<file path="src/rtl/ps2_pkg.sv">
// ps2_pkg: shared state encoding, special byte values and event-entry layout
package ps2_pkg;

   typedef enum logic [2:0] {
      IDLE,
      EXT,
      BRK,
      EXTBRK,
      SKIP
   } state_t;

   localparam logic [7:0] B_E0 = 8'hE0;
   localparam logic [7:0] B_F0 = 8'hF0;
   localparam logic [7:0] B_E1 = 8'hE1;
   localparam logic [7:0] B_AA = 8'hAA;
   localparam logic [7:0] B_FA = 8'hFA;
   localparam logic [7:0] B_FE = 8'hFE;
   localparam logic [7:0] B_00 = 8'h00;
   localparam logic [7:0] B_FF = 8'hFF;

   localparam logic [7:0] K_LSHIFT = 8'h12;
   localparam logic [7:0] K_RSHIFT = 8'h59;
   localparam logic [7:0] K_CTRL   = 8'h14;
   localparam logic [7:0] K_CAPS   = 8'h58;

   // Pause is E1 followed by seven more bytes that carry no key events
   localparam logic [2:0] SKIP_LEN = 3'd7;

   localparam int F_CODE  = 0;
   localparam int F_BRK   = 8;
   localparam int F_EXT   = 9;
   localparam int F_ASCII = 10;
   localparam int ENT_W   = 18;

   function automatic logic is_err(input logic [7:0] b);
      return b == B_00 || b == B_FF;
   endfunction

   // Bytes that are keyboard status/acks rather than key codes
   function automatic logic is_drop(input logic [7:0] b);
      return is_err(b) || b == B_AA || b == B_FA || b == B_FE;
   endfunction

   function automatic logic is_prefix(input logic [7:0] b);
      return b == B_E0 || b == B_F0 || b == B_E1;
   endfunction

endpackage

</file>
<file path="src/rtl/ps2_set2_to_ascii.sv">
// ps2_set2_to_ascii: combinational Set-2 scancode to ASCII lookup
module ps2_set2_to_ascii (
   input  logic [7:0] code,
   input  logic       ext,
   input  logic       shift,
   input  logic       caps,
   output logic [7:0] ascii
);

   logic       letter;
   logic       up;
   logic [7:0] lo;
   logic [7:0] hi;

   always_comb begin
      letter = 1'b0;
      lo     = 8'h00;
      hi     = 8'h00;
      case (code)
         8'h1C: {letter, lo, hi} = {1'b1, "a", "A"};
         8'h32: {letter, lo, hi} = {1'b1, "b", "B"};
         8'h21: {letter, lo, hi} = {1'b1, "c", "C"};
         8'h23: {letter, lo, hi} = {1'b1, "d", "D"};
         8'h24: {letter, lo, hi} = {1'b1, "e", "E"};
         8'h2B: {letter, lo, hi} = {1'b1, "f", "F"};
         8'h34: {letter, lo, hi} = {1'b1, "g", "G"};
         8'h33: {letter, lo, hi} = {1'b1, "h", "H"};
         8'h43: {letter, lo, hi} = {1'b1, "i", "I"};
         8'h3B: {letter, lo, hi} = {1'b1, "j", "J"};
         8'h42: {letter, lo, hi} = {1'b1, "k", "K"};
         8'h4B: {letter, lo, hi} = {1'b1, "l", "L"};
         8'h3A: {letter, lo, hi} = {1'b1, "m", "M"};
         8'h31: {letter, lo, hi} = {1'b1, "n", "N"};
         8'h44: {letter, lo, hi} = {1'b1, "o", "O"};
         8'h4D: {letter, lo, hi} = {1'b1, "p", "P"};
         8'h15: {letter, lo, hi} = {1'b1, "q", "Q"};
         8'h2D: {letter, lo, hi} = {1'b1, "r", "R"};
         8'h1B: {letter, lo, hi} = {1'b1, "s", "S"};
         8'h2C: {letter, lo, hi} = {1'b1, "t", "T"};
         8'h3C: {letter, lo, hi} = {1'b1, "u", "U"};
         8'h2A: {letter, lo, hi} = {1'b1, "v", "V"};
         8'h1D: {letter, lo, hi} = {1'b1, "w", "W"};
         8'h22: {letter, lo, hi} = {1'b1, "x", "X"};
         8'h35: {letter, lo, hi} = {1'b1, "y", "Y"};
         8'h1A: {letter, lo, hi} = {1'b1, "z", "Z"};
         8'h16: {letter, lo, hi} = {1'b0, "1", "!"};
         8'h1E: {letter, lo, hi} = {1'b0, "2", "@"};
         8'h26: {letter, lo, hi} = {1'b0, "3", "#"};
         8'h25: {letter, lo, hi} = {1'b0, "4", "$"};
         8'h2E: {letter, lo, hi} = {1'b0, "5", "%"};
         8'h36: {letter, lo, hi} = {1'b0, "6", "^"};
         8'h3D: {letter, lo, hi} = {1'b0, "7", "&"};
         8'h3E: {letter, lo, hi} = {1'b0, "8", "*"};
         8'h46: {letter, lo, hi} = {1'b0, "9", "("};
         8'h45: {letter, lo, hi} = {1'b0, "0", ")"};
         8'h0E: {letter, lo, hi} = {1'b0, 8'h60, "~"};
         8'h4E: {letter, lo, hi} = {1'b0, "-", "_"};
         8'h55: {letter, lo, hi} = {1'b0, "=", "+"};
         8'h54: {letter, lo, hi} = {1'b0, "[", "{"};
         8'h5B: {letter, lo, hi} = {1'b0, "]", "}"};
         8'h5D: {letter, lo, hi} = {1'b0, 8'h5C, "|"};
         8'h4C: {letter, lo, hi} = {1'b0, ";", ":"};
         8'h52: {letter, lo, hi} = {1'b0, "'", 8'h22};
         8'h41: {letter, lo, hi} = {1'b0, ",", "<"};
         8'h49: {letter, lo, hi} = {1'b0, ".", ">"};
         8'h4A: {letter, lo, hi} = {1'b0, "/", "?"};
         8'h29: {letter, lo, hi} = {1'b0, 8'h20, 8'h20};
         8'h5A: {letter, lo, hi} = {1'b0, 8'h0D, 8'h0D};
         8'h66: {letter, lo, hi} = {1'b0, 8'h08, 8'h08};
         default: {letter, lo, hi} = {1'b0, 8'h00, 8'h00};
      endcase
   end

   always_comb begin
      up    = letter ? shift ^ caps : shift;
      ascii = ext ? (code == 8'h5A ? 8'h0D : code == 8'h4A ? 8'h2F : 8'h00)
                  : (up ? hi : lo);
   end

endmodule

</file>
<file path="src/rtl/ps2_scancode_decoder.sv">
// ps2_scancode_decoder: Set-2 prefix stripping, modifier tracking and event FIFO
module ps2_scancode_decoder
   import ps2_pkg::*;
#(
   parameter int FIFO_DEPTH = 8,
   parameter int AW         = $clog2(FIFO_DEPTH)
) (
   input  logic       clk_50,
   input  logic       areset,
   input  logic       rx_valid,
   input  logic [7:0] rx_data,
   output logic       out_valid,
   input  logic       out_ready,
   output logic [7:0] out_code,
   output logic       out_ext,
   output logic       out_break,
   output logic [7:0] out_ascii,
   output logic       shift_st,
   output logic       ctrl_st,
   output logic       caps_st,
   output logic       ovf
);

   localparam logic [AW:0] FULL = (AW+1)'(FIFO_DEPTH);

   logic             rx_valid_q;
   logic             accept;
   state_t           state;
   state_t           state_nx;
   logic [2:0]       skip_cnt;
   logic [2:0]       skip_nx;
   logic             emit;
   logic             emit_ext;
   logic             emit_brk;
   logic             caps_held;
   logic [7:0]       ascii_lu;
   logic [ENT_W-1:0] ent;
   logic [ENT_W-1:0] rd_data;
   logic [ENT_W-1:0] mem [FIFO_DEPTH];
   logic [AW-1:0]    wr_ptr;
   logic [AW-1:0]    rd_ptr;
   logic [AW:0]      count;
   logic             full;
   logic             pop;
   logic             push;

   assign accept = rx_valid && !rx_valid_q;

   // Edge detector on the level-style receiver valid
   always_ff @(posedge clk_50 or posedge areset)
      if (areset) rx_valid_q <= 1'b0;
      else rx_valid_q <= rx_valid;

   // Prefix FSM state and Pause skip counter
   always_ff @(posedge clk_50 or posedge areset)
      if (areset) begin
         state    <= IDLE;
         skip_cnt <= 3'd0;
      end else begin
         state    <= state_nx;
         skip_cnt <= skip_nx;
      end

   // Next state on each accepted byte
   always_comb begin
      state_nx = state;
      skip_nx  = skip_cnt;
      if (accept)
         case (state)
            IDLE: begin
               state_nx = rx_data == B_E0 ? EXT : rx_data == B_F0 ? BRK : rx_data == B_E1 ? SKIP : IDLE;
               skip_nx  = rx_data == B_E1 ? SKIP_LEN : skip_cnt;
            end
            EXT: state_nx = is_err(rx_data) ? IDLE : rx_data == B_F0 ? EXTBRK : rx_data == B_E0 ? EXT : IDLE;
            SKIP: begin
               state_nx = (is_err(rx_data) || skip_cnt == 3'd1) ? IDLE : SKIP;
               skip_nx  = skip_cnt - 3'd1;
            end
            default: state_nx = IDLE;
         endcase
   end

   // Event emission and its flags, decided from the current prefix state
   always_comb begin
      emit_ext = state == EXT || state == EXTBRK;
      emit_brk = state == BRK || state == EXTBRK;
      emit     = accept && (state == IDLE ? !is_drop(rx_data) && !is_prefix(rx_data)
                          : state == EXT  ? !is_err(rx_data) && rx_data != B_F0 && rx_data != B_E0
                          : state == SKIP ? 1'b0
                          : !is_err(rx_data));
   end

   ps2_set2_to_ascii u_ascii (
      .code  (rx_data),
      .ext   (emit_ext),
      .shift (shift_st),
      .caps  (caps_st),
      .ascii (ascii_lu)
   );

   // Modifier tracking; caps_held blocks typematic repeats from re-toggling
   always_ff @(posedge clk_50 or posedge areset)
      if (areset) begin
         shift_st  <= 1'b0;
         ctrl_st   <= 1'b0;
         caps_st   <= 1'b0;
         caps_held <= 1'b0;
      end else if (emit) begin
         if (!emit_ext && (rx_data == K_LSHIFT || rx_data == K_RSHIFT)) shift_st <= !emit_brk;
         if (rx_data == K_CTRL) ctrl_st <= !emit_brk;
         if (!emit_ext && rx_data == K_CAPS) begin
            caps_held <= !emit_brk;
            if (!emit_brk && !caps_held) caps_st <= !caps_st;
         end
      end

   assign ent  = {emit_brk ? 8'h00 : ascii_lu, emit_ext, emit_brk, rx_data};
   assign full = count == FULL;
   assign pop  = out_valid && out_ready;
   assign push = emit && (!full || pop);

   // Event storage; written only, so no reset needed
   always_ff @(posedge clk_50)
      if (push) mem[wr_ptr] <= ent;

   // FIFO pointers, occupancy and overflow pulse
   always_ff @(posedge clk_50 or posedge areset)
      if (areset) begin
         wr_ptr <= '0;
         rd_ptr <= '0;
         count  <= '0;
         ovf    <= 1'b0;
      end else begin
         if (push) wr_ptr <= wr_ptr + 1'b1;
         if (pop) rd_ptr <= rd_ptr + 1'b1;
         count <= count + {{AW{1'b0}}, push} - {{AW{1'b0}}, pop};
         ovf   <= emit && full && !pop;
      end

   assign out_valid = count != '0;
   assign rd_data   = out_valid ? mem[rd_ptr] : '0;
   assign out_code  = rd_data[F_CODE +: 8];
   assign out_break = rd_data[F_BRK];
   assign out_ext   = rd_data[F_EXT];
   assign out_ascii = rd_data[F_ASCII +: 8];

endmodule
</file>
<file path="config.mk">
export PLATFORM = sky130hd
export DESIGN_NAME = ps2_scancode_decoder
export DESIGN_NICKNAME = d
export VERILOG_FILES = /design/src/rtl/ps2_pkg.sv /design/src/rtl/ps2_set2_to_ascii.sv /design/src/rtl/ps2_scancode_decoder.sv
export SDC_FILE = /design/constraint.sdc
export NUM_CORES = 1
export LEC_CHECK = 0
export CAP_MARGIN = 10
export CORE_MARGIN = 2
export CORE_UTILIZATION = 30
export CTS_BUF_LIST = sky130_fd_sc_hd__clkbuf_4
export CTS_CLUSTER_DIAMETER = 200
export DETAILED_ROUTE_END_ITERATION = 8
export GPL_TIMING_DRIVEN = 1
export PLACE_DENSITY = 0.47
export SLEW_MARGIN = 20
export SYNTH_ARGS = -nofsm -noshare
export SYNTH_HDL_FRONTEND = slang
export SYNTH_SLANG_ARGS = --single-unit
</file>
<file path="constraint.sdc">
create_clock -name clk_50 -period 3.5 [get_ports clk_50]
set_input_delay 0.35 -clock clk_50 [delete_from_list [all_inputs] [get_ports clk_50]]
set_output_delay 0.35 -clock clk_50 [all_outputs]
set_load 0.05 [all_outputs]
</file>
==> results of run 1 <==
-- report_power, final --
part	total (W)	switching, W	internal, W
clock network	0.00103	0.000710	0.000317
logic	0.00282	0.00167	0.00115
registers	0.00238	0.000117	0.00226
-- cell families after synthesis --
kind of cell	after synthesis
AOI/OAI and AO/OA	140
xor gates and xnor gates	8
adders and majority gates	18
buffers and inverters	66
DFF	158
muxes	62
other	1
and+or+nand+nor	173
-- state kept, by name, indices dropped and copies added (netlist names), 3 cells and up --
name and count:
state 3, count 4, skip_cnt 3, mem 136, rd_ptr 3, wr_ptr 3
-- critical path, stage by stage (launching register included) --
cell	delay, ns
dfrtp_2	0.45
buf_12	0.28
mux4_2	0.55
mux2i_1	0.27
nor2_1	0.08
clkdlybuf4s50_1	0.71
-- stage by stage --
step            util  worst slack (ns)  power [W]  TNS, ns  cells
5_1_grt        0.364            0.0201    0.00660        0   1076
3_5_place_dp   0.354           -0.0642    0.00529   -0.975   1043
4_1_cts        0.364            0.0853    0.00633        0   1075
6_report       0.364             0.234    0.00622        0   1076
3_3_place_gp   0.354            0.0328    0.00525        0   1043
2_1_floorplan      -            -0.539    0.00432   -41.03    626
-- synthesized netlist by cell type (all sizes together) (3+ instances only) --
library cell	count	share of area
o211ai	5	0.0046
nor4b	4	0.0043
mux4	35	0.097
xnor2	6	0.0064
a211o	5	0.0054
a221oi	3	0.0032
a221o	3	0.0037
edfxtp	136	0.50
dfrtp	22	0.067
a21oi	31	0.019
nor4	5	0.0038
o21ai	30	0.018
a211oi	10	0.0092
ha	17	0.026
nor2b	12	0.0092
or2	3	0.0023
and2	6	0.0049
a31o	3	0.0032
mux2	7	0.0097
inv	19	0.0087
nor2	40	0.018
o31ai	6	0.0055
nand2b	17	0.014
nand4	9	0.0069
or3	5	0.0038
buf	21	0.013
o21a	3	0.0028
a31oi	8	0.0061
mux2i	20	0.025
and3	6	0.0046
a2111oi	3	0.0032
clkbuf	25	0.011
a311oi	7	0.0083
nand2	26	0.012
nor3	10	0.0061
nand3	22	0.013
-- final cells by class --
type | instances | area (µm²) | share of cell area
tap | 341 | 427 | 0.0436
clock buffer | 17 | 128 | 0.0130
clock inverter | 15 | 140 | 0.0143
multi-input combinational | 402 | 3300 | 0.337
antenna | 1 | 2.50 | 0.000256
timing repair buffer | 122 | 1080 | 0.111
inverter | 20 | 75.1 | 0.00767
sequential | 158 | 4640 | 0.473
-- per-layer routing --
metal	vias to the layer above	GRT usage
li1	2640	-
met1	2962	0.219
met2	192	0.284
met3	21	0.0278
met4	0	0.0505
met5	-	0
-- worst paths after layout --
kind	to	slack [ns]	cells after the start
max	out_ext	0.23	5
min	mem[4][3]	0.24	1
max reg2reg	mem[6][14]	0.92	7
min reg2reg	count[0]	0.53	1
max in group asynchronous	rd_ptr[0]	2.60	2
min in group asynchronous	skip_cnt[2]	0.28	2
-- cells in the final DEF, fill, tap and decap left out, drive strengths merged, types with 6 or more instances in the layout --
cell type,Yosys,routed
a311oi,7,7
nand4,9,9
nand2,26,26
dfrtp,22,22
mux4,35,35
a211oi,10,10
a31oi,8,8
nor2b,12,12
inv,19,29
ha,17,17
clkbuf,25,17
nor3,10,10
nor2,40,40
edfxtp,136,136
and3,6,6
clkdlybuf4s50,0,30
o21ai,30,30
mux2,7,7
and2,6,6
buf,21,92
mux2i,20,20
xnor2,6,6
nand2b,17,17
a21oi,31,31
nand3,22,22
o31ai,6,6
==> load_flow_metrics.sql, run 1 <==
INSERT INTO impl_metrics (metric_group, metric, value, unit) VALUES
('run_status', 'outcome', 'finished, final reports clean', ''),
('synth', 'synth_simple_gate_area_share', '0.112', ''),
('sta', 'grt_setup_unrepaired', 'no', ''),
('placed_design', 'routabilityCongestion', '0.944', ''),
('sta', 'finalMaxSlewViolations', '0', ''),
('detailed_routing', 'wl_met1', '10100', 'µm'),
('sta', 'min_period', '3.27', 'ns'),
('clocking', 'cts_repair_resize_count', '0', ''),
('detailed_routing', 'routed_wire_length_per_instance', '21.4', 'µm'),
('layout', 'num-fill-cells', '2604', ''),
('clocking', 'tritoncts.num_buffers', '17', ''),
('synth', 'number_of_enable_type_register_cells_in_the_synthesized_netlist', '136', ''),
('synth', 'syn_avg_cell_area', '13.0', 'µm²'),
('critical_path', 'worstReg2RegStart', 'caps_st', ''),
('synth', 'ys_types', '77', ''),
('synth', 'synth_area', '8170', 'µm²'),
('global_routing', 'grt_overflow', '0', ''),
('die', 'die_h', '169', 'µm'),
('synth', 'synthesis_warning_total', '0', ''),
('detailed_routing', 'drt_wl_total', '23000', 'µm'),
('critical_path', 'critical_path_class', 'flop to output pin', ''),
('layout', 'stdcell_area', '9790', 'µm²'),
('critical_path', 'endpoint_kind', 'output pin', ''),
('clocking', 'cts_root_cell', 'clkbuf_4', ''),
('sta', 'timing.final.hold_violations', '0', ''),
('clocking', 'clock-sinks', '158', ''),
('sta', 'timing.final.setup_violations', '0', ''),
('critical_path', 'crit_arrival', '2.92', 'ns'),
('sta', 'timing_worst_slew_pin_value', '0.916', 'ns'),
('layout', 'area_growth', '19.9', '%'),
('detailed_routing', 'ant_nets', '0', ''),
('detailed_routing', 'dr_wl_met3', '1030', 'µm'),
('sta', 'post-route-period-util', '0.933', ''),
('die', 'placementRows', '60', ''),
('die', 'core', '26900', 'µm²'),
('clocking', 'cts_setup_buffers', '0', ''),
('critical_path', 'crit_start', 'rd_ptr[0]', ''),
('synth', 'synthesis.nets', '656', ''),
('detailed_routing', 'drt_iter0_markers', '402', ''),
('critical_path', 'critical_path_peak_fanout', '34', ''),
('synth', 'post_synth_fa_ha_maj_area_fraction', '0.0285', ''),
('die', 'io_pins', '35', ''),
('clocking', 'cts-htree-levels', '4', ''),
('flow_run', 'cap_viol_max_count', '0', ''),
('synth', 'synth-seq-area-share', '0.567', ''),
('critical_path', 'timing.critical_path.required', '3.15', 'ns'),
('placed_design', 'dpl_cell_area', '9520', 'µm²'),
('detailed_routing', 'wl_met2', '11500', 'µm'),
('global_routing', 'grt_antenna_before_repair', '1', ''),
('clocking', 'cts_tree', 'done', ''),
('clocking', 'cts.clk_slew.worst_paths', '0.15', 'ns'),
('placed_design', 'io_buffer_count', '33', ''),
('layout', 'design.final.nets', '751', ''),
('power_and_ir_drop', 'power_per_cell_area', '635', 'nW/µm²'),
('global_routing', 'grt_max_degree', '40', ''),
('sta', 'maxClockFrequency', '306', 'MHz'),
('detailed_routing', 'first_pass_iters', '5', ''),
('min_path', 'timing.hold.worst.class', 'input pin to flop', ''),
('synth', 'synthFlopType', 'edfxtp_1', ''),
('global_routing', 'number_of_global_route_vias_before_repair', '5908', ''),
('die', 'die-area', '28600', 'µm²'),
('synth', 'share_of_synthesized_area_spent_on_multiplexers', '0.131', ''),
('die', 'initial_cell_density_of_the_core', '0.304', ''),
('min_path', 'holdCritStartpoint', 'rx_data[3]', ''),
('detailed_routing', 'dr_total_vias', '5815', ''),
('global_routing', 'track_usage', '0.167', ''),
('synth', 'post_synth_xor_area_fraction', '0.00858', ''),
('critical_path', 'critPathLaunchType', 'flop', ''),
('synth', 'async_reset_ff_frac', '0.139', ''),
('global_routing', 'grt_pass1_wl', '35600', 'µm'),
('synth', 'main_combinational_cell_family_by_area_after_synthesis', 'multiplexers', '');
No activity file was read; power rests on OpenSTA's default activity.
==> run 2, diff against run 1 <==
--- a/config.mk
+++ b/config.mk
@@ -12,7 +12,7 @@
 export CTS_CLUSTER_DIAMETER = 200
 export DETAILED_ROUTE_END_ITERATION = 8
 export GPL_TIMING_DRIVEN = 1
-export PLACE_DENSITY = 0.47
+export PLACE_DENSITY = 0.45
 export SLEW_MARGIN = 20
 export SYNTH_ARGS = -nofsm -noshare
 export SYNTH_HDL_FRONTEND = slang
==> constraint.sdc (replaced) <==
create_clock -name clk_50 -period 3.6 [get_ports clk_50]
set_input_delay 0.36 -clock clk_50 [delete_from_list [all_inputs] [get_ports clk_50]]
set_output_delay 0.36 -clock clk_50 [all_outputs]
set_load 0.05 [all_outputs]
==> run 2 against run 1 <==
Effect of this change:
- critical path depth did not move
- cell count down 2.0%
- clock-buffer cell count stayed put
- first-iteration DRC count grew 23%
- worst hold slack improved by 0.040 ns
==> load_flow_metrics.sql, run 2 (synthesis results as in run 1) <==
INSERT INTO impl_metrics (metric_group, metric, value, unit) VALUES
('sta', 'maxClockFrequency', '307', 'MHz'),
('clocking', 'cts_setup_buffers', '0', ''),
('sta', 'finalMaxSlewViolations', '0', ''),
('sta', 'timing_worst_slew_pin_value', '0.868', 'ns'),
('layout', 'final_layout_size_suffix_gt1_frac', '0.222', ''),
('power_and_ir_drop', 'power_leakage', '3.41', 'nW'),
('layout', 'area_growth', '19.1', '%'),
('sta', 'timing.final.setup_violations', '0', ''),
('critical_path', 'endpoint_kind', 'output pin', ''),
('power_and_ir_drop', 'sequential_group_share_of_total_power', '0.372', ''),
('power_and_ir_drop', 'cell_internal_pwr', '0.00378', 'W'),
('die', 'die_h', '169', 'µm'),
('clocking', 'cts-htree-levels', '4', ''),
('critical_path', 'critical_path.cell_chain', 'buf_12 -> mux4_2 -> mux2i_1 -> nor2_1 -> clkdlybuf4s50_1', ''),
('clocking', 'tritoncts.num_buffers', '17', ''),
('sta', 'min_period', '3.26', 'ns'),
('detailed_routing', 'first_pass_iters', '5', ''),
('critical_path', 'critical_path_peak_fanout', '34', ''),
('placed_design', 'numPlacedInstances', '1022', ''),
('critical_path', 'crit_arrival', '2.90', 'ns'),
('power_and_ir_drop', 'combPwrFrac', '0.440', ''),
('clocking', 'cts.clk_slew.worst_paths', '0.15', 'ns'),
('layout', 'top_library_cells_by_usage_in_the_layout_fill_and_taps_aside', 'edfxtp_1, buf_4, nor2_1, mux4_2, a21oi_1', ''),
('flow_run', 'cap_viol_max_count', '0', ''),
('clocking', 'clockBufferDepth', '2', ''),
('sta', 'post-route-period-util', '0.906', ''),
('clocking', 'cts.hold.buffers_added', '0', ''),
('sta', 'finalClockSkew', '0.0299', 'ns'),
('clocking', 'cts_repair_resize_count', '0', ''),
('global_routing', 'number_of_global_route_vias_before_repair', '6007', ''),
('detailed_routing', 'dr_total_vias', '5733', ''),
('clocking', 'cts_root_cell', 'clkbuf_4', ''),
('power_and_ir_drop', 'ir_worst_vdd', '0.000271', 'V'),
('placed_design', 'routabilityCongestion', '0.937', ''),
('sta', 'timing.slew.headroom', '0.406', ''),
('global_routing', 'met3_usage', '0.0250', ''),
('layout', 'most_flops_register', 'mem', ''),
('layout', 'top_regs', 'mem (136), count (4)', ''),
('die', 'initial_cell_density_of_the_core', '0.304', ''),
('clocking', 'clock-sinks', '158', ''),
('critical_path', 'crit_path_max_incr_delay', '0.71', 'ns'),
('detailed_routing', 'post_drt_via_cell_ratio', '5.44', ''),
('placed_design', 'dp_hpwl', '15300', 'µm'),
('global_routing', 'grt_overflow', '0', ''),
('detailed_routing', 'drt_iter0_markers', '496', ''),
('critical_path', 'critical_path_class', 'flop to output pin', ''),
('power_and_ir_drop', 'clkPwrFrac', '0.187', ''),
('sta', 'fin_setup_tns', '0', 'ns'),
('layout', 'num-fill-cells', '2642', ''),
('layout', 'commonest_non_fill_non_tap_cell_in_the_layout', 'edfxtp_1', ''),
('die', 'io_pins', '35', ''),
('placed_design', 'io_buffer_count', '33', ''),
('critical_path', 'critPathLaunchType', 'flop', ''),
('clocking', 'cts_tree', 'done', ''),
('critical_path', 'worst_path_dominant_cell_family', 'buffers and inverters', ''),
('global_routing', 'grtUsageMet2', '0.274', ''),
('die', 'die_w', '169', 'µm'),
('sta', 'timing.final.hold_violations', '0', ''),
('power_and_ir_drop', 'swShare', '0.389', ''),
('global_routing', 'busiest_layer', 'met2', ''),
('layout', 'design.final.nets', '730', ''),
('detailed_routing', 'drt_wl_total', '22800', 'µm'),
('clocking', 'source_to_sink_clock_delay_at_the_later_pin_of_the_worst_skew_pair', '0.54', 'ns'),
('global_routing', 'globalRouteMet1Util', '0.222', ''),
('detailed_routing', 'ant_nets', '0', ''),
('critical_path', 'crit_start', 'rd_ptr[0]', ''),
('sta', 'grt_setup_unrepaired', 'no', ''),
('critical_path', 'worstReg2RegStart', 'caps_st', ''),
('die', 'core', '26900', 'µm²'),
('global_routing', 'grt_pass1_wl', '35600', 'µm'),
('global_routing', 'grt_max_degree', '43', ''),
('die', 'placementRows', '60', ''),
('critical_path', 'critPathBufInv', '2', ''),
('global_routing', 'grt_antenna_before_repair', '1', ''),
('die', 'die-area', '28600', 'µm²'),
('detailed_routing', 'drcViolationCount', '0', ''),
('layout', 'largest_reg_flops', '136', ''),
('critical_path', 'timing.critical_path.required', '3.24', 'ns'),
('run_status', 'outcome', 'finished, final reports clean', ''),
('power_and_ir_drop', 'power.switching', '0.00241', 'W'),
('layout', 'final-instance-count-excl-fill', '1054', ''),
('power_and_ir_drop', 'power_per_cell_area', '637', 'nW/µm²'),
('power_and_ir_drop', 'fin_total_pwr', '0.00620', 'W'),
('detailed_routing', 'routed_wire_length_per_instance', '21.7', 'µm'),
('global_routing', 'track_usage', '0.166', ''),
('sta', 'hold-worst-slack', '0.284', 'ns'),
('min_path', 'timing.hold.worst.class', 'input pin to asynchronous set/reset pin', ''),
('critical_path', 'cpMaxStageDelayCell', 'clkdlybuf4s50_1', '');
==> run 2: cell count changes in the layout (fill, tap and decap cells not counted) <==
cell	previous run	this run
clkinvlp_2	0	1
buf_4	81	56
inv_6	7	4
clkinv_2	0	2
clkinv_8	1	0
inv_8	3	2
buf_12	8	12
clkinvlp_4	1	0
bufinv_16	0	3
clkinv_1	2	1
==> run 2: worst paths after layout <==
check                                    end  cells past startpoint  slack (ns)
worst max-delay path            out_ascii[6]                      5        0.34
worst min-delay path             skip_cnt[0]                      2        0.28
worst max register to register    mem[4][13]                      6        0.87
worst min register to register     caps_held                      1        0.53
max in group asynchronous          rd_ptr[0]                      2        2.70
min in group clk_50               rx_valid_q                      1        0.32
==> run 2: layer usage <==
metal  wire [µm]  vias up  share of wire
li1            -     2603              -
met1       10500     2930           0.46
met2       10900      166           0.48
met3         823       34          0.036
met4         580        0          0.025
met5           0        -              0
==> run 2: power groups by stage <==
| stage | logic, W | clock network [W] | registers [W] |
|---|---|---|---|
| finish | 0.00273 | 0.00116 | 0.00231 |
| global route | 0.00294 | 0.00128 | 0.00233 |
| CTS | 0.00279 | 0.00121 | 0.00231 |
| detailed placement | 0.00278 | 0 | 0.00235 |
| global placement | 0.00276 | 0 | 0.00234 |
| floorplan | 0.00189 | 0 | 0.00231 |
==> run 2: through the flow <==
step                      setup WS [ns]  utilization  cell area [µm²]
after floorplan                  -0.449            -             8170
final                             0.339        0.362             9730
after detailed placement         0.0375        0.350             9420
after global routing              0.162        0.362             9730
after CTS                         0.269        0.362             9720
after global placement         -0.00504        0.350             9420
==> run 2: layout make-up <==
class,count,area [µm²],area share
Sequential cell,158,4640,0.477
Inverter,20,75.1,0.00772
Multi-Input combinational cell,402,3300,0.340
Clock buffer,17,128,0.0131
Timing Repair Buffer,101,976,0.100
Antenna cell,1,2.50,0.000257
Tap cell,341,427,0.0439
Clock inverter,14,180,0.0185
==> run 3, diff against run 2 <==
--- a/config.mk
+++ b/config.mk
@@ -11,8 +11,8 @@
 export CTS_BUF_LIST = sky130_fd_sc_hd__clkbuf_4
 export CTS_CLUSTER_DIAMETER = 200
 export DETAILED_ROUTE_END_ITERATION = 8
-export GPL_TIMING_DRIVEN = 1
-export PLACE_DENSITY = 0.45
+export GPL_TIMING_DRIVEN = 0
+export PLACE_DENSITY = 0.47
 export SLEW_MARGIN = 20
 export SYNTH_ARGS = -nofsm -noshare
 export SYNTH_HDL_FRONTEND = slang
==> constraint.sdc (replaced) <==
create_clock -name clk_50 -period 2.8 [get_ports clk_50]
set_input_delay 0.28 -clock clk_50 [delete_from_list [all_inputs] [get_ports clk_50]]
set_output_delay 0.28 -clock clk_50 [all_outputs]
set_load 0.05 [all_outputs]
==> run 3 against run 2 <==
Effect of this change:
- utilization shrank 0.25 points
- first-iteration DRC count decreased by 0.81%
- sequential share of layout area grew 0.33 points
- clock-buffer cell count is the same
- final area decreased by 0.68%
- global-route usage grew 0.69 points
- worst hold slack worse by 0.19 ns
- non-clock buffer count decreased by 3
- total power rose by 27%
- die area unchanged
- cell count down 0.19%
- critical path type is now input pin to flop
- largest cell class unchanged
- highest routed layer unchanged
==> load_flow_metrics.sql, run 3 (synthesis results as in run 1) <==
INSERT INTO impl_metrics (metric_group, metric, value, unit) VALUES
('layout', 'commonest_non_fill_non_tap_cell_in_the_layout', 'edfxtp_1', ''),
('critical_path', 'timing.reg2reg.worst_path_depth', '8', ''),
('die', 'die_w', '169', 'µm'),
('clocking', 'cts_tree', 'done', ''),
('power_and_ir_drop', 'power_per_cell_area', '812', 'nW/µm²'),
('layout', 'largest_reg_flops', '136', ''),
('placed_design', 'dp_hpwl', '17500', 'µm'),
('layout', 'top_library_cells_by_usage_in_the_layout_fill_and_taps_aside', 'edfxtp_1, nor2_1, mux4_2, a21oi_1, buf_2', ''),
('critical_path', 'crit_arrival', '3.10', 'ns'),
('die', 'die-area', '28600', 'µm²'),
('die', 'initial_cell_density_of_the_core', '0.304', ''),
('layout', 'final-instance-count-excl-fill', '1052', ''),
('clocking', 'cts-htree-levels', '4', ''),
('critical_path', 'worst_path_most_repeated_cell', 'a211oi_1', ''),
('clocking', 'cts.clk_slew.worst_paths', '0.14', 'ns'),
('clocking', 'cts_root_cell', 'clkbuf_4', ''),
('detailed_routing', 'drt_iter0_markers', '492', ''),
('power_and_ir_drop', 'power_leakage', '3.38', 'nW'),
('global_routing', 'grt_antenna_before_repair', '1', ''),
('layout', 'area_growth', '18.3', '%'),
('sta', 'timing.final.setup_violations', '0', ''),
('layout', 'final_layout_size_suffix_gt1_frac', '0.258', ''),
('critical_path', 'critical_path_peak_fanout', '17', ''),
('placed_design', 'numPlacedInstances', '1011', ''),
('die', 'die_h', '169', 'µm'),
('layout', 'design.final.nets', '727', ''),
('detailed_routing', 'drcViolationCount', '0', ''),
('flow_run', 'cap_viol_max_count', '0', ''),
('clocking', 'clock-sinks', '158', ''),
('critical_path', 'crit_reg_reg_endpoint', 'mem[3][10]', ''),
('sta', 'min_period', '2.79', 'ns'),
('critical_path', 'timing.critical_path.required', '3.11', 'ns'),
('critical_path', 'crit_start', 'rx_data[0]', ''),
('power_and_ir_drop', 'ir_worst_vdd', '0.000306', 'V'),
('die', 'core', '26900', 'µm²'),
('global_routing', 'grt_max_degree', '23', ''),
('critical_path', 'cp-endpoint', 'mem[3][10]', ''),
('sta', 'hold-worst-slack', '0.0981', 'ns'),
('detailed_routing', 'first_pass_iters', '5', ''),
('die', 'io_pins', '35', ''),
('critical_path', 'endpoint_kind', 'flop', ''),
('global_routing', 'number_of_global_route_vias_before_repair', '5888', ''),
('sta', 'timing.slew.headroom', '0.405', ''),
('critical_path', 'critical_path_class', 'input pin to flop', ''),
('global_routing', 'track_usage', '0.173', ''),
('layout', 'postLayoutCoreUtil', '0.359', ''),
('layout', 'most_flops_register', 'mem', ''),
('clocking', 'tritoncts.num_buffers', '17', ''),
('global_routing', 'grt_pass1_wl', '36500', 'µm'),
('min_path', 'timing.hold.worst.class', 'input pin to flop', ''),
('detailed_routing', 'drt_wl_total', '24300', 'µm'),
('sta', 'post-route-period-util', '0.996', ''),
('die', 'placementRows', '60', ''),
('critical_path', 'crit_path_max_incr_delay', '0.48', 'ns'),
('layout', 'top_regs', 'mem (136), count (4)', ''),
('placed_design', 'routabilityCongestion', '0.961', ''),
('placed_design', 'io_buffer_count', '33', ''),
('detailed_routing', 'ant_nets', '0', ''),
('sta', 'timing.final.hold_violations', '0', ''),
('critical_path', 'worstReg2RegStart', 'caps_st', ''),
('sta', 'finalMaxSlewViolations', '0', ''),
('critical_path', 'r2r_slack', '0.30', 'ns'),
('critical_path', 'cpMaxStageDelayCell', 'a211oi_1', ''),
('critical_path', 'critical_path.cell_chain', 'buf_4 -> inv_1 -> ha_1 -> clkbuf_1 -> a21bo_2 -> a211oi_1 -> a211oi_1 -> o21a_1 -> a211oi_1 -> a211oi_4 -> buf_12', ''),
('critical_path', 'critPathLaunchType', 'input pin', ''),
('sta', 'finalClockSkew', '0.0374', 'ns'),
('global_routing', 'grt_overflow', '0', ''),
('clocking', 'source_to_sink_clock_delay_at_the_later_pin_of_the_worst_skew_pair', '0.55', 'ns'),
('sta', 'maxClockFrequency', '359', 'MHz'),
('clocking', 'cts.hold.buffers_added', '0', ''),
('detailed_routing', 'post_drt_via_cell_ratio', '5.63', ''),
('detailed_routing', 'dr_total_vias', '5926', ''),
('run_status', 'outcome', 'finished, final reports clean', ''),
('sta', 'timing_worst_slew_pin_value', '0.884', 'ns'),
('detailed_routing', 'routed_wire_length_per_instance', '23.1', 'µm'),
('clocking', 'clockBufferDepth', '2', '');
## run 3: worst min path at each step
| stage | from | end | cells past startpoint |
|---|---|---|---|
| after floorplan | areset | caps_held | 1 |
| after global placement | caps_held | caps_held | 1 |
| after detailed placement | caps_held | caps_held | 1 |
| after CTS | rx_data[1] | mem[2][1] | 1 |
| after global routing | rx_data[1] | mem[2][1] | 1 |
| final | rx_data[1] | mem[2][1] | 1 |
## run 3: layer usage
layer | GRT usage | wire length (µm) | vias up
met5 | 0 | 0 | -
met1 | 0.225 | 10200 | 2999
met2 | 0.290 | 11900 | 260
li1 | - | - | 2603
met3 | 0.0274 | 1310 | 64
met4 | 0.0687 | 894 | 0
## run 3: area by class of cell
class,instances,area [µm²]
repair buffers,55,452
flip-flops and latches,158,4640
diodes,1,2.50
clock buffers,17,128
fillers,2646,17200
well taps,341,427
clock inverters,15,151
plain buffers,43,297
multi-input cells,402,3490
inverters,20,78.8
## run 3: what timing repair did
item | 4_1_cts | 5_1_grt
setup buffers | 11 | 0
gates resized for setup | 141 | 44
endpoints found under the setup margin | 222 | 159
pin swaps | 9 | 1
cloned | 0 | 0
## run 3: critical path: cells and delay by family
kind,cells,cell delay [ns]
adders and majority gates,1,0.32
buffers and inverters,4,0.87
AOI/OAI and AO/OA,6,1.62
## run 3: per-stage QoR
stage	cell area, µm²	total power, W	setup TNS [ns]	setup slack (ns)
floorplan	8240	0.00545	-16.90	-0.248
global placement	8990	0.00651	-515.25	-3.12
detailed placement	9150	0.00664	-387.04	-2.26
CTS	9670	0.00800	0	0.000493
global route	9660	0.00828	-0.000144	-0.000144
finish	9660	0.00785	0	0.0109
## run 3: power by group
part	leakage [nW]	switching, W	internal [W]
registers	1.52	0.000181	0.00283
clock network	0.143	0.000868	0.000467
logic	1.72	0.00221	0.00129
